$ cat config.mk
export PLATFORM = sky130hd
export DESIGN_NAME = count_wrap_monitor
export DESIGN_NICKNAME = d
export VERILOG_FILES = /design/src/rtl/count_wrap_monitor.sv
export SDC_FILE = /design/constraint.sdc
export NUM_CORES = 1
export LEC_CHECK = 0
export BUFFER_PORTS_ARGS = -buffer_cell sky130_fd_sc_hd__buf_4
export CAP_MARGIN = 20
export CORE_MARGIN = 2
export CORE_UTILIZATION = 55
export DETAILED_ROUTE_END_ITERATION = 16
export MAX_ROUTING_LAYER = met4
export PLACE_DENSITY = 0.85
export SYNTH_ARGS = -nofsm -noshare
export SYNTH_HDL_FRONTEND = slang
export SYNTH_SLANG_ARGS = --single-unit
export TNS_END_PERCENT = 20
$ cat constraint.sdc
create_clock -name Clock -period 3.15 [get_ports Clock]
set_input_delay 0 -clock Clock [delete_from_list [all_inputs] [get_ports Clock]]
set_output_delay 0 -clock Clock [all_outputs]
set_load 0.005 [all_outputs]
$ cat src/rtl/count_wrap_monitor.sv
// Observer for a 4-bit up counter: wrap/match/jump pulses, saturating wrap total, match-counting FSM.
// Optional non-sequential step detection is enabled by defining COUNT_JUMP_DETECT_EN.
//
// state    | meaning
// ---------+-----------------------------------------------------
// ST_IDLE  | disarmed, Hits held at 0, no Match pulses
// ST_ARMED | counting target matches into Hits
// ST_DONE  | MATCH_LIMIT matches seen, Hits frozen, Done asserted

module count_wrap_monitor #(
    parameter int WRAP_W      = 8,
    parameter int MATCH_LIMIT = 3
) (
    input  logic              Clock,
    input  logic              Clear,
    input  logic [3:0]        Count,
    input  logic [3:0]        Target,
    input  logic              TargetLoad,
    input  logic              Arm,
    output logic              Carry,
    output logic              Match,
    output logic              Jump,
    output logic [WRAP_W-1:0] WrapCount,
    output logic              Ovf,
    output logic [3:0]        Hits,
    output logic              Done
);

    typedef enum logic [1:0] {
        ST_IDLE  = 2'd0,
        ST_ARMED = 2'd1,
        ST_DONE  = 2'd2
    } state_t;

    localparam logic [3:0] LIMIT = 4'(MATCH_LIMIT);

    state_t     state_q;
    state_t     state_d;
    logic [3:0] prev_q;
    logic       prev_vld;
    logic [3:0] target_q;
    logic [3:0] hits_d;
    logic [3:0] hits_inc;
    logic       carry_d;
    logic       match_hit;
    logic       match_d;
    logic       wrap_sat;

    assign hits_inc = Hits + 4'd1;
    assign wrap_sat = &WrapCount;
    assign Done     = (state_q == ST_DONE);

    // Nothing is evaluated until a first sample exists after Clear.
    assign carry_d   = prev_vld && (prev_q == 4'hF) && (Count == 4'h0);
    assign match_hit = prev_vld && (state_q == ST_ARMED) && Arm &&
                       (Count == target_q) && (prev_q != target_q);

    always_comb begin
        state_d = state_q;
        hits_d  = Hits;
        match_d = 1'b0;
        case (state_q)
            ST_IDLE: begin
                if (Arm) begin
                    state_d = ST_ARMED;
                    hits_d  = 4'd0;
                end
            end
            ST_ARMED: begin
                if (!Arm) begin
                    state_d = ST_IDLE;
                    hits_d  = 4'd0;
                end else if (match_hit) begin
                    match_d = 1'b1;
                    // A target reload starts a fresh episode, so the match does not count.
                    if (TargetLoad) begin
                        hits_d = 4'd0;
                    end else begin
                        hits_d = hits_inc;
                        if (hits_inc == LIMIT) begin
                            state_d = ST_DONE;
                        end
                    end
                end else if (TargetLoad) begin
                    hits_d = 4'd0;
                end
            end
            ST_DONE: begin
                if (!Arm) begin
                    state_d = ST_IDLE;
                    hits_d  = 4'd0;
                end
            end
            default: begin
                state_d = ST_IDLE;
                hits_d  = 4'd0;
            end
        endcase
    end

    always_ff @(posedge Clock) begin
        if (!Clear) begin
            state_q   <= ST_IDLE;
            prev_q    <= 4'h0;
            prev_vld  <= 1'b0;
            target_q  <= 4'h0;
            Hits      <= 4'd0;
            Carry     <= 1'b0;
            Match     <= 1'b0;
            WrapCount <= '0;
            Ovf       <= 1'b0;
        end else begin
            state_q  <= state_d;
            prev_q   <= Count;
            prev_vld <= 1'b1;
            Hits     <= hits_d;
            Carry    <= carry_d;
            Match    <= match_d;
            if (TargetLoad) begin
                target_q <= Target;
            end
            if (carry_d) begin
                if (wrap_sat) begin
                    Ovf <= 1'b1;
                end else begin
                    WrapCount <= WrapCount + 1'b1;
                end
            end
        end
    end

`ifdef COUNT_JUMP_DETECT_EN
    logic seq_step;
    logic hold_step;
    logic jump_d;

    // A wrap F->0 is a sequential step because the increment is modulo 16.
    assign seq_step  = (Count == (prev_q + 4'd1));
    assign hold_step = (Count == prev_q);
    assign jump_d    = prev_vld && !seq_step && !hold_step;

    always_ff @(posedge Clock) begin
        if (!Clear) begin
            Jump <= 1'b0;
        end else begin
            Jump <= jump_d;
        end
    end
`else
    assign Jump = 1'b0;
`endif

endmodule

==> impl_metrics.py <==
metrics = {
    "run_status": {
        "status": "complete, no violations",
    },
    "synth": {
        "synth_cell_type_count": 35,
        "synthArstFlopShare_pct": 0,
        "syn_avg_cell_area_um2": 9.26,
        "synth_nets": 145,
        "synth_area_mm2": 0.00120,
        "seq_area_frac_synth_pct": 43.2,
        "synth_enable_flop_cells": 0,
        "syn_inst": 130,
        "yosysWarnings": 0,
        "synth_top_flop_cell": "dfxtp_1",
        "ys_seq_elements": 26,
    },
    "die": {
        "die_area_mm2": 0.00258,
        "initial_core_util_pct": 59.5,
        "core_region_area_mm2": 0.00202,
        "num_rows": 16,
        "dieWidth_um": 50.8,
        "pin_count": 29,
        "chipHeight_um": 50.8,
    },
    "routing": {
        "vias": 1081,
        "first_iter_violations": 11,
        "detail_route.vias_per_cell": 5.54,
        "drc": 0,
        "first_pass_iters": 5,
        "wl_um": 2750,
        "routedWlPerCell_um": 14.1,
        "drtAntennaViolNets": 0,
    },
    "global_route": {
        "grt_usage_pct": 24.3,
        "grt_remaining_overflow": 0,
        "grt_pass1_vias": 1019,
        "antenna_found_initial": 0,
        "grt_max_degree": 20,
        "grt_pass1_wl_um": 4640,
    },
    "critical_path": {
        "max_stage_delay_ns": 0.43,
        "critPathRequiredTime_ns": 3.37,
        "cp_max_fo": 8,
        "cp-end-kind": "register",
        "startpoint_type": "register",
        "crit_chain": "ha_1, nand3_1, nor2_1, nor3_1, xnor2_1, nor2_1",
        "critPathSlowestCell": "dfxtp_1",
        "crit_type": "register to register",
        "worstPathArrival_ns": 1.86,
        "crit_top_cell": "nor2_1",
    },
    "flow_run": {
        "max-cap-violations": 0,
    },
    "final_layout": {
        "layout.nets": 184,
        "final_area_mm2": 0.00158,
        "final_cell_mix": "27 x buf_4, 26 x dfxtp_1, 19 x nor2_1",
        "n_antenna_cell": 0,
        "final_common_cell": "buf_4",
        "n_fill_cell": 139,
        "layout-drive-gt1-share_pct": 20.8,
        "final_cells": 195,
        "areaGrowthSynthToFinish_pct": 31.0,
        "utilization_pct": 78.0,
    },
    "sta": {
        "slew_violations": 0,
        "fin_crit_ns": 1.64,
        "setup_viol": 0,
        "min_period_over_period_pct": 52.0,
        "rsz0062_at_grt": "no",
        "finalSetupTns_ns": 0,
        "hold_viol": 0,
        "clock.fmax_mhz": 610,
        "postLayoutSetupSlackWorst_ns": 1.51,
        "tightest_slew_ns": 0.540,
        "max_slew_margin_pct": 63.8,
        "clock_skew_ns": 0.0101,
    },
    "clock_tree": {
        "clk_latency_ns": 0.32,
        "clkSinkCount": 26,
        "cts_buffers": 3,
        "htree_levels": 1,
        "ctsLongestPathBuffers": 2,
        "cts_tree": "done",
        "root_buffer": "clkbuf_4",
        "cts.reportedPaths.clkPinSlew_ns": 0.15,
    },
    "pwr": {
        "ir_worst_vdd_mv": 0.278,
        "power.leakage_nw": 0.632,
        "power_density_mw_per_mm2": 403,
    },
    "place": {
        "dp.final_hpwl_um": 1860,
        "pre_cts_ws_ns": 1.58,
        "port_buffers": 27,
        "place_area_mm2": 0.00142,
        "gp_congestion": 0.773,
        "placed_cells": 181,
    },
    "worst_hold_path": {
        "hp-class": "input pin to register",
    },
}
[sequential cells by signal (all words and copies together), names as in the netlist]
name	count
WrapCount	8
Hits	4
prev_q	4
target_q	4
state_q	2
Carry	1
Match	1
Ovf	1
prev_vld	1
[synth_stat cells, types with 2 or more instances]
| cell type | number | area (um2) |
|---|---|---|
| ha_1 | 3 | 37.5 |
| nand3_1 | 9 | 45.0 |
| nand2b_1 | 2 | 12.5 |
| xor2_1 | 3 | 26.3 |
| and4b_1 | 2 | 20.0 |
| or3_1 | 3 | 18.8 |
| a21oi_1 | 5 | 25.0 |
| and2_1 | 3 | 18.8 |
| o21ai_0 | 2 | 10.0 |
| xnor2_1 | 13 | 114 |
| nand4_1 | 2 | 12.5 |
| nand2_1 | 6 | 22.5 |
| inv_1 | 2 | 7.51 |
| mux2i_1 | 4 | 40.0 |
| nor3_1 | 3 | 15.0 |
| nor3b_1 | 3 | 22.5 |
| dfxtp_1 | 26 | 521 |
| nor4_1 | 4 | 25.0 |
| nor2_1 | 19 | 71.3 |
[path summary, 6_finish.rpt]
path / start / endpoint / slack, ns / cells past startpoint
worst min register to register: state_q[1] / state_q[0] / 0.48 / 1
worst max-delay path: WrapCount[0] / WrapCount[3] / 1.51 / 6
worst max register to register: WrapCount[0] / WrapCount[3] / 1.51 / 6
worst min-delay path: TargetLoad / target_q[1] / 0.04 / 3
[kinds of logic (layout without fill, tap and decap cells)]
kind of cell / Yosys count / after routing / share of synthesized area, %
other cells: 1 / 1 / 0.312
mux: 4 / 4 / 3.33
xor+xnor: 16 / 16 / 11.6
simple gates: 64 / 64 / 31.3
buf+inv: 6 / 44 / 2.29
fa+ha+maj: 3 / 3 / 3.12
compound gates: 10 / 10 / 4.78
flops: 26 / 26 / 43.2
[area by class of cell]
| type | count | area, um2 | share of cell area (%) |
|---|---|---|---|
| multi-input cells | 98 | 656 | 41.6 |
| flip-flops and latches | 26 | 520 | 33.0 |
| well taps | 27 | 33.8 | 2.14 |
| clock inverters | 1 | 30.0 | 1.90 |
| repair buffers | 37 | 303 | 19.2 |
| inverters | 3 | 11.3 | 0.714 |
| clock buffers | 3 | 22.5 | 1.43 |
[power breakdown]
group	switching, mW	internal [mW]	total, mW
sequential	0.00764	0.336	0.344
combinational	0.0286	0.0321	0.0607
clock	0.102	0.129	0.230
[timing repair]
| item | 4_1_cts | 5_1_grt |
|---|---|---|
| hold buffers | 10 | 0 |
| gates resized for setup | 0 | 0 |
| endpoints found under the hold margin | 11 | 0 |
| buffers inserted | 0 | 0 |
[through the flow]
step                      hold slack (ns)  power (mW)
final                              0.0419       0.635
after global routing               0.0410       0.661
after CTS                          0.0419       0.634
after detailed placement            0.160       0.399
after global placement              0.154       0.397
after floorplan                    0.0277       0.380
[routing by layer]
layer	wire length, um	vias to the layer above	global-route usage [%]	part of all wire, %
met5	0	-	-	0
met4	9	0	4.05	0.33
met3	88	2	3.57	3.2
met2	1400	27	43.4	51
met1	1250	527	29.4	45
li1	-	525	-	-
[worst max-delay path: cells and delay by family (launching register included)]
family	cells	cell delay, ns
AND/OR/NAND/NOR	4	0.71
flip-flops	1	0.43
adder cells (fa/ha/maj)	1	0.21
XOR/XNOR	1	0.19
Note: power is estimated with default switching activity, not from simulation.
